[src/rtl/timer_seq_ctrl.sv]
// timer_seq_ctrl: APB master that programs a timer peripheral, starts it,
// polls its status register for the expected overflow/underflow flag and
// then stops and cleans it up, reporting the outcome on status/done.
//
// state    | meaning
// ---------+---------------------------------------------------------------
// IDLE     | waiting for start; only state with busy low
// WR_TDR   | write start value to TDR
// RD_TSR0  | read TSR to detect stale flags from a previous run
// CLR_TSR0 | clear stale TSR flags
// WR_LOAD  | write TCR load bit
// WR_RUN   | write TCR enable with direction and clock select
// WAIT     | gap down-counter between polls
// POLL     | read TSR and test the expected flag
// WR_STOP  | write TCR = 0 to stop the timer
// CLR_TSR  | clear TSR flags
// DONE     | one-cycle done pulse, then back to IDLE
//
// Every bus access runs SETUP -> ACCESS (held until pready) -> GAP. The GAP
// cycle drops psel/penable and is where the FSM moves on, so any decision
// based on read data uses the value already captured into rd_q.

module timer_seq_ctrl #(
    parameter int POLL_GAP = 16,
    parameter int POLL_MAX = 255
) (
    input  logic       pclk,
    input  logic       preset,
    input  logic       start,
    input  logic [7:0] cfg_tdr,
    input  logic       cfg_updw,
    input  logic [1:0] cfg_cks,
    output logic       psel,
    output logic       penable,
    output logic       pwrite,
    output logic [7:0] paddr,
    output logic [7:0] pwdata,
    input  logic [7:0] prdata,
    input  logic       pready,
    input  logic       pslverr,
    output logic       busy,
    output logic       done,
    output logic [1:0] status,
    output logic       err
);

    localparam logic [7:0]  ADDR_TDR   = 8'h00;
    localparam logic [7:0]  ADDR_TCR   = 8'h01;
    localparam logic [7:0]  ADDR_TSR   = 8'h02;
    localparam logic [7:0]  TCR_LOAD   = 8'h80;
    localparam logic [7:0]  TCR_STOP   = 8'h00;
    localparam logic [7:0]  TSR_CLEAR  = 8'h00;
    localparam logic [15:0] GAP_LOAD   = 16'(POLL_GAP - 1);
    localparam logic [7:0]  POLL_LIMIT = 8'(POLL_MAX);

    typedef enum logic [3:0] {
        S_IDLE,
        S_WR_TDR,
        S_RD_TSR0,
        S_CLR_TSR0,
        S_WR_LOAD,
        S_WR_RUN,
        S_WAIT,
        S_POLL,
        S_WR_STOP,
        S_CLR_TSR,
        S_DONE
    } state_t;

    typedef enum logic [1:0] {
        PH_SETUP,
        PH_ACCESS,
        PH_GAP
    } phase_t;

    state_t      state;
    state_t      state_n;
    state_t      after_access;
    phase_t      phase;
    phase_t      phase_n;

    logic        is_access;
    logic        acc_write;
    logic [7:0]  acc_addr;
    logic [7:0]  acc_wdata;
    logic        xfer_done;

    logic [7:0]  tdr_q;
    logic        updw_q;
    logic [1:0]  cks_q;
    logic [7:0]  rd_q;
    logic [15:0] gap_cnt;
    logic [7:0]  poll_cnt;
    logic [7:0]  poll_inc;
    logic        poll_last;
    logic        poll_step;
    logic        flag_hit;
    logic        flag_ok;
    logic        timeout;
    logic        err_q;
    logic        start_acc;
    logic        enter_wait;

    assign start_acc  = (state == S_IDLE) && start;
    assign xfer_done  = is_access && (phase == PH_ACCESS) && pready;
    assign poll_step  = (state == S_POLL) && (phase == PH_GAP);
    assign flag_hit   = updw_q ? rd_q[1] : rd_q[0];
    assign poll_inc   = (poll_cnt >= POLL_LIMIT) ? poll_cnt : poll_cnt + 8'd1;
    assign poll_last  = (poll_inc >= POLL_LIMIT);
    assign enter_wait = (state_n == S_WAIT) && (state != S_WAIT);

    // Per-state bus access: address, direction, write data and successor.
    always_comb begin
        is_access    = 1'b1;
        acc_write    = 1'b1;
        acc_addr     = ADDR_TSR;
        acc_wdata    = TSR_CLEAR;
        after_access = state;
        case (state)
            S_WR_TDR: begin
                acc_addr     = ADDR_TDR;
                acc_wdata    = tdr_q;
                after_access = S_RD_TSR0;
            end
            S_RD_TSR0: begin
                acc_write    = 1'b0;
                after_access = (rd_q != 8'h00) ? S_CLR_TSR0 : S_WR_LOAD;
            end
            S_CLR_TSR0: begin
                after_access = S_WR_LOAD;
            end
            S_WR_LOAD: begin
                acc_addr     = ADDR_TCR;
                acc_wdata    = TCR_LOAD;
                after_access = S_WR_RUN;
            end
            S_WR_RUN: begin
                acc_addr     = ADDR_TCR;
                acc_wdata    = {2'b00, updw_q, 1'b1, 2'b00, cks_q};
                after_access = S_WAIT;
            end
            S_POLL: begin
                acc_write    = 1'b0;
                after_access = (flag_hit || poll_last) ? S_WR_STOP : S_WAIT;
            end
            S_WR_STOP: begin
                acc_addr     = ADDR_TCR;
                acc_wdata    = TCR_STOP;
                after_access = S_CLR_TSR;
            end
            S_CLR_TSR: begin
                after_access = S_DONE;
            end
            default: begin
                is_access = 1'b0;
                acc_write = 1'b0;
            end
        endcase
    end

    // Next-state logic: sequence states plus the bus phase within an access.
    always_comb begin
        state_n = state;
        phase_n = phase;
        case (state)
            S_IDLE: begin
                if (start) begin
                    state_n = S_WR_TDR;
                    phase_n = PH_SETUP;
                end
            end
            S_WAIT: begin
                if (gap_cnt == 16'd0) begin
                    state_n = S_POLL;
                    phase_n = PH_SETUP;
                end
            end
            S_DONE: begin
                state_n = S_IDLE;
            end
            default: begin
                case (phase)
                    PH_SETUP:  phase_n = PH_ACCESS;
                    PH_ACCESS: if (pready) phase_n = PH_GAP;
                    default: begin
                        phase_n = PH_SETUP;
                        state_n = after_access;
                    end
                endcase
            end
        endcase
    end

    // APB outputs decoded from state and phase; idle values are all zero.
    always_comb begin
        psel    = 1'b0;
        penable = 1'b0;
        pwrite  = 1'b0;
        paddr   = 8'h00;
        pwdata  = 8'h00;
        if (is_access && (phase != PH_GAP)) begin
            psel    = 1'b1;
            penable = (phase == PH_ACCESS);
            pwrite  = acc_write;
            paddr   = acc_addr;
            pwdata  = acc_write ? acc_wdata : 8'h00;
        end
    end

    // State and bus-phase register.
    always_ff @(posedge pclk) begin
        if (preset) begin
            state <= S_IDLE;
            phase <= PH_SETUP;
        end else begin
            state <= state_n;
            phase <= phase_n;
        end
    end

    // Configuration snapshot, taken only when a start is accepted.
    always_ff @(posedge pclk) begin
        if (preset) begin
            tdr_q  <= 8'h00;
            updw_q <= 1'b0;
            cks_q  <= 2'b00;
        end else if (start_acc) begin
            tdr_q  <= cfg_tdr;
            updw_q <= cfg_updw;
            cks_q  <= cfg_cks;
        end
    end

    // Read data is captured in the cycle the slave completes a read.
    always_ff @(posedge pclk) begin
        if (preset) begin
            rd_q <= 8'h00;
        end else if (xfer_done && !acc_write) begin
            rd_q <= prdata;
        end
    end

    // Gap timer between polls: loaded on entry to WAIT, terminal count at zero.
    always_ff @(posedge pclk) begin
        if (preset) begin
            gap_cnt <= 16'd0;
        end else if (enter_wait) begin
            gap_cnt <= GAP_LOAD;
        end else if ((state == S_WAIT) && (gap_cnt != 16'd0)) begin
            gap_cnt <= gap_cnt - 16'd1;
        end
    end

    // Poll counter and outcome flags; evaluated once per completed poll.
    always_ff @(posedge pclk) begin
        if (preset) begin
            poll_cnt <= 8'd0;
            flag_ok  <= 1'b0;
            timeout  <= 1'b0;
        end else if (start_acc) begin
            poll_cnt <= 8'd0;
            flag_ok  <= 1'b0;
            timeout  <= 1'b0;
        end else if (poll_step) begin
            if (flag_hit) begin
                flag_ok <= 1'b1;
            end else begin
                poll_cnt <= poll_inc;
                if (poll_last) begin
                    timeout <= 1'b1;
                end
            end
        end
    end

    // Slave errors are sticky until the next accepted start; the sequence
    // itself carries on regardless.
    always_ff @(posedge pclk) begin
        if (preset) begin
            err_q <= 1'b0;
        end else if (start_acc) begin
            err_q <= 1'b0;
        end else if (xfer_done && pslverr) begin
            err_q <= 1'b1;
        end
    end

    assign busy   = (state != S_IDLE);
    assign done   = (state == S_DONE);
    assign status = {timeout, flag_ok};
    assign err    = err_q;

endmodule
[config.mk]
export PLATFORM = sky130hd
export DESIGN_NAME = timer_seq_ctrl
export DESIGN_NICKNAME = d
export VERILOG_FILES = /design/src/rtl/timer_seq_ctrl.sv
export SDC_FILE = /design/constraint.sdc
export NUM_CORES = 1
export LEC_CHECK = 0
export ABC_AREA = 1
export CORE_ASPECT_RATIO = 0.5
export CORE_MARGIN = 2
export CORE_UTILIZATION = 54
export CTS_CLUSTER_DIAMETER = 200
export DETAILED_ROUTE_END_ITERATION = 16
export PLACE_DENSITY = 0.81
export SYNTH_ARGS = -nofsm -noshare
export SYNTH_HDL_FRONTEND = slang
export SYNTH_SLANG_ARGS = --single-unit
[constraint.sdc]
create_clock -name pclk -period 2.3 [get_ports pclk]
set_input_delay 0.69 -clock pclk [delete_from_list [all_inputs] [get_ports pclk]]
set_output_delay 0.69 -clock pclk [all_outputs]
set_load 0.1 [all_outputs]
## Word level (Yosys, flattened, before mapping)

Cells that the tools add are included.

| storage, ports and cells | value |
|---|---|
| register bits after elaboration | 52 |
| bits of input ports | 24 |
| output and inout bits | 24 |

| cells by class | value |
|---|---|
| add/sub/neg operators | 2 |
| $lt $le $gt $ge | 2 |
| equal/unequal tests | 18 |
| muxes and demuxes | 26 |
| bitwise logic cells | 2 |
| reduce and logical (&&, ||, !) cells | 28 |

Operators with widths:

| kind | count |
|---|---|
| 8-bit two-way mux | 4 |
| 4-bit one-hot mux with 8 select lines | 1 |
| 4-bit two-way mux | 6 |
| 8-bit one-hot mux with 3 select lines | 1 |
| 4-bit by 3-bit == test with 1-bit output (second input constant) | 5 |
| 8-bit >= comparator (second input constant) | 2 |
| 16-bit logical NOT | 1 |
| 16-bit nonzero test | 1 |
| 16-bit by 1-bit subtractor with 16-bit output (second input constant) | 1 |
| 4-bit == test (second input constant) | 3 |
| 4-bit one-hot mux with 3 select lines | 1 |
| 1-bit logical AND | 9 |
| 8-bit by 1-bit adder with 8-bit output (second input constant) | 1 |
| 4-bit by 2-bit == test with 1-bit output (second input constant) | 2 |
| 4-bit by 3-bit != test with 1-bit output (second input constant) | 2 |
| 2-bit one-hot mux with 2 select lines | 2 |
| 8-bit nonzero test | 1 |
| 8-bit OR reduction | 1 |
| 1-bit two-way mux | 6 |
| 2-bit two-way mux | 3 |
| 2-bit != test (second input constant) | 3 |
| 2-bit one-hot mux with 3 select lines | 1 |
| 2-bit OR reduction | 3 |
| 6-bit OR reduction | 1 |
| other kinds (15) | 17 |

## Longest topological paths before layout

| logic depth | value |
|---|---|
| depth in word-level cells | 11 |
| gate-level depth with buffers | 17 |
| gate-level depth less buffers | 16 |

## Worst setup path after synthesis

OpenSTA, ideal clock, no wires.

| timing path | value |
|---|---|
| path kind | register to output |
| start | register state[2] |
| end | output port pwdata[2] |
| data arrival time | 5.027 ns |
| required time | 1.610 ns |
| path slack | -3.417 ns |
| cell stages (with the launch flop) | 10 |
| cell sequence | dfxtp_1 > nor2_2 > inv_1 > o21ai_2 > nor3_4 > nand2_2 > inv_1 > nor2_1 > clkinv_1 > nor3_1 |

| between the ends | value |
|---|---|
| cells in the longest elaborated chain, start to end | 5 |
| elaborated cells between the ends (all ways) | 16 |
| classes of those cells | 8 x eq/ne; 5 x mux; 3 x reduce/logical |

RTL lines:

| what | line | source |
|---|---|---|
| start: declaration | 76 | `state_t state;` |
| start signal: assignment | 216 | `state <= state_n;` |
| 4-bit by 3-bit == test with 1-bit output (tied with other cells) | 119 | `case (state)` |
| 6-bit OR reduction (no source line) or 8-bit OR reduction (tied branches) | -- |  |
| 1-bit two-way mux | 119 |  |
| 8-bit two-way mux or 1-bit logical AND (tied branches) | 206, 201 |  |
| 8-bit two-way mux (*) | 201 | `if (is_access && (phase != PH_GAP)) begin` |
| end: declaration | 37 | `output logic [7:0] pwdata,` |

Mark *: on every way between the ends. The rest lies on a longest branch, timed or not.

## Worst setup path after layout

| timing path | value |
|---|---|
| start | register state[1] |
| end | output port pwdata[3] |

Same word-level chain as after synthesis.

==> impl_metrics.ini <==
[critical_path]
crit_slowest_cell = dfxtp_4
critical_path.max_stage_delay_ns = 0.40
end_kind = primary output
crit_arrival_ns = 2.08
startpoint_type = flop
crit_fanout = 5
critPathMostFrequentCell = inv_2
critical_path_class = reg -> out
required_ns = 1.61
worstPathCellList = inv_2 -> nor2_2 -> nand2_1 -> inv_2 -> nor2_2 -> nand2_2 -> inv_2 -> nor2_4 -> clkinv_4 -> buf_12 -> nor3_4 -> buf_12

[yosys]
netlist.area_leader.share_pct = 35.3
ys_ff_latch = 52
synth-edff-count = 0
synth-simple-area-share_pct = 31.3
synthAdderAreaFrac_pct = 1.27
synth_largest_area_cell = dfxtp_1
yosys_warnings = 0
ys_seq_area_share_pct = 35.3
synth-compound-area-share_pct = 15.2
synth_area_um2 = 2950
synthMuxAreaShare_pct = 0.678
synth_cells = 439
yosysUniqueCellTypes = 37
synth-xor-area-share_pct = 4.45
synth_top_family_by_area = simple AND/OR/NAND/NOR gates
synth_area_leaders = dfxtp_1 (35%), nand2_1 (9.4%), nor2_1 (7.8%), inv_1 (7.6%), a21oi_1 (6.4%)
synth_ff_type = dfxtp_1
syn_avg_cell_area_um2 = 6.73
async_flop_share_pct = 0

[floorplan]
rows = 18
coreArea_um2 = 5090
dieWidth_um = 109
die_area_um2 = 6110
start_util_pct = 58.0
die_h_um = 56.3
io_pins = 48

[grt]
grt_pass1_vias = 3327
grt_pass1_wl_um = 15800
antenna_found_initial = 0
grt_max_degree = 19
grt-ovfl-total = 0
grt_usage_pct = 33.0

[layout]
nNetsFinal = 553
layout_common_cells = nand2_1 (68), inv_1 (52), dfxtp_1 (46)
final_area_um2 = 4360
drive_above_1_share_pct = 30.0
area_delta_synth_final_pct = 47.6
diodes = 0
multiInputGateArea_um2 = 1890
fill_cells = 257
seqCellArea_um2 = 1060
final_common_cell = nand2_1

[sta]
finalClockSkew_ns = 0.0128
maxSlewViolCount = 0
relSlewSlack_pct = 53.4
worst_hold_slack_ns = 0.473
setup_viol = 29
setup_slack_ns = -0.469
fin_crit_sh_pct = 120
max_freq_mhz = 361
grt_setup_unrepaired = yes
final.min_clock_period_ns = 2.77
hold_viol_final = 0
tightest_slew_ns = 0.692

[drt]
drt_pre_antenna_iters = 7
num_vias = 3589
drtIter0Drc = 475
route.detailed.drc = 0
wirelength_um = 10800
routed_via_density = 6.02
ant_nets = 0
wl_per_cell_um = 18.1

[power_and_ir_drop]
leakage_nw = 1.88
vdd_ir_drop_max_v = 0.000962
power.density_nw_per_um2 = 1290

[clock_network]
cts_tree = done
root_buffer = clkbuf_8
cts-buffers-inserted = 5
cts.clk_slew.worst_paths_ns = 0.08
clock_latency_ns = 0.32
htree_levels = 2
clock_path_buffers = 2
cts_sinks = 52

[placement]
place.gp.congestion = 0.925
dpl_cell_area_um2 = 3850
dpl.hpwl_um = 6050
portBuffers = 41

[run]
drv_cap = 0

[run_status]
violations = setup timing
outcome = complete, but fails checks

[min_path]
hold_class = reg -> reg
==> area by class of cell <==
cell class,count,area share [%]
repair buffers,92,22.8
flip-flops and latches,52,24.3
clock buffers,6,1.66
well taps,70,2.01
inverters,63,5.74
multi-input cells,312,43.4
clock inverters,1,0.115
==> worst max-delay path, delay by kind of cell (launching register included) <==
family / cells / cell delay [ns]
simple gates: 6 / 0.68
buf+inv: 6 / 0.69
flops: 1 / 0.40
==> path summary, 6_finish.rpt <==
check             startpoint  slack (ns)        end  cells past startpoint
setup / recovery    state[1]       -0.47  pwdata[3]                     12
hold reg to reg     cks_q[1]        0.47   cks_q[1]                      2
setup reg to reg    state[1]       -0.25   state[0]                     17
hold / removal      cks_q[1]        0.47   cks_q[1]                      2
==> metrics by stage <==
stage / cells / setup slack, ns / util, % / total power (W) / TNS [ns]
final: 596 / -0.469 / 85.6 / 0.00562 / -7.25
after global routing: 596 / -0.500 / 85.6 / 0.00579 / -7.86
after CTS: 595 / -0.340 / 83.4 / 0.00514 / -6.59
after detailed placement: 564 / -0.138 / 75.6 / 0.00402 / -0.574
after global placement: 564 / -0.0123 / 75.6 / 0.00392 / -0.0241
after floorplan: 444 / -1.03 / - / 0.00311 / -15.81
==> flip-flops by register name (all words and copies together), names as in the netlist <==
| signal | flops |
|---|---|
| gap_cnt | 16 |
| poll_cnt | 8 |
| rd_q | 8 |
| tdr_q | 8 |
| state | 4 |
| cks_q | 2 |
| phase | 2 |
| err | 1 |
| flag_ok | 1 |
| timeout | 1 |
| updw_q | 1 |
==> cell families after synthesis <==
| logic type | Yosys count |
|---|---|
| buffers and inverters | 81 |
| and+or+nand+nor | 202 |
| adders and majority gates | 3 |
| AOI/OAI and AO/OA | 83 |
| other | 1 |
| muxes | 2 |
| xor gates and xnor gates | 15 |
| DFF | 52 |
==> synth_stat cells, types with 3 or more instances <==
master / instances
nor2_2: 12
nand2_2: 6
buf_4: 8
clkbuf_1: 6
ha_1: 3
nand2_1: 74
inv_1: 60
dfxtp_1: 52
a21oi_1: 38
o21ai_0: 28
a211oi_1: 4
buf_2: 3
a31oi_1: 6
nand3_1: 22
nand4_1: 7
nor4_1: 4
xor2_1: 13
nor3_1: 8
nor2_1: 61
==> per-layer routing <==
layer	GRT usage, %	wire length, um	up-vias
met5	0	0	-
met4	16.5	624	0
met3	8.13	1160	86
met2	55.3	4990	283
met1	39.7	4010	1645
li1	-	-	1575
==> report_power, final <==
part	switching, W	internal [W]	total, W
Clock	0.000317	0.000208	0.000525
Combinational	0.00239	0.00149	0.00389
Sequential	0.000149	0.00106	0.00121
Total	0.00286	0.00276	0.00562
==> repair_timing <==
action	in CTS	in global routing
setup buffers	25	6
hold buffers	0	0
cloned	1	0
gates resized for setup	31	34
setup endpoints to repair	24	34
endpoints found under the hold margin	0	0
pin swaps	16	13
No activity file was read; power rests on OpenSTA's default activity.
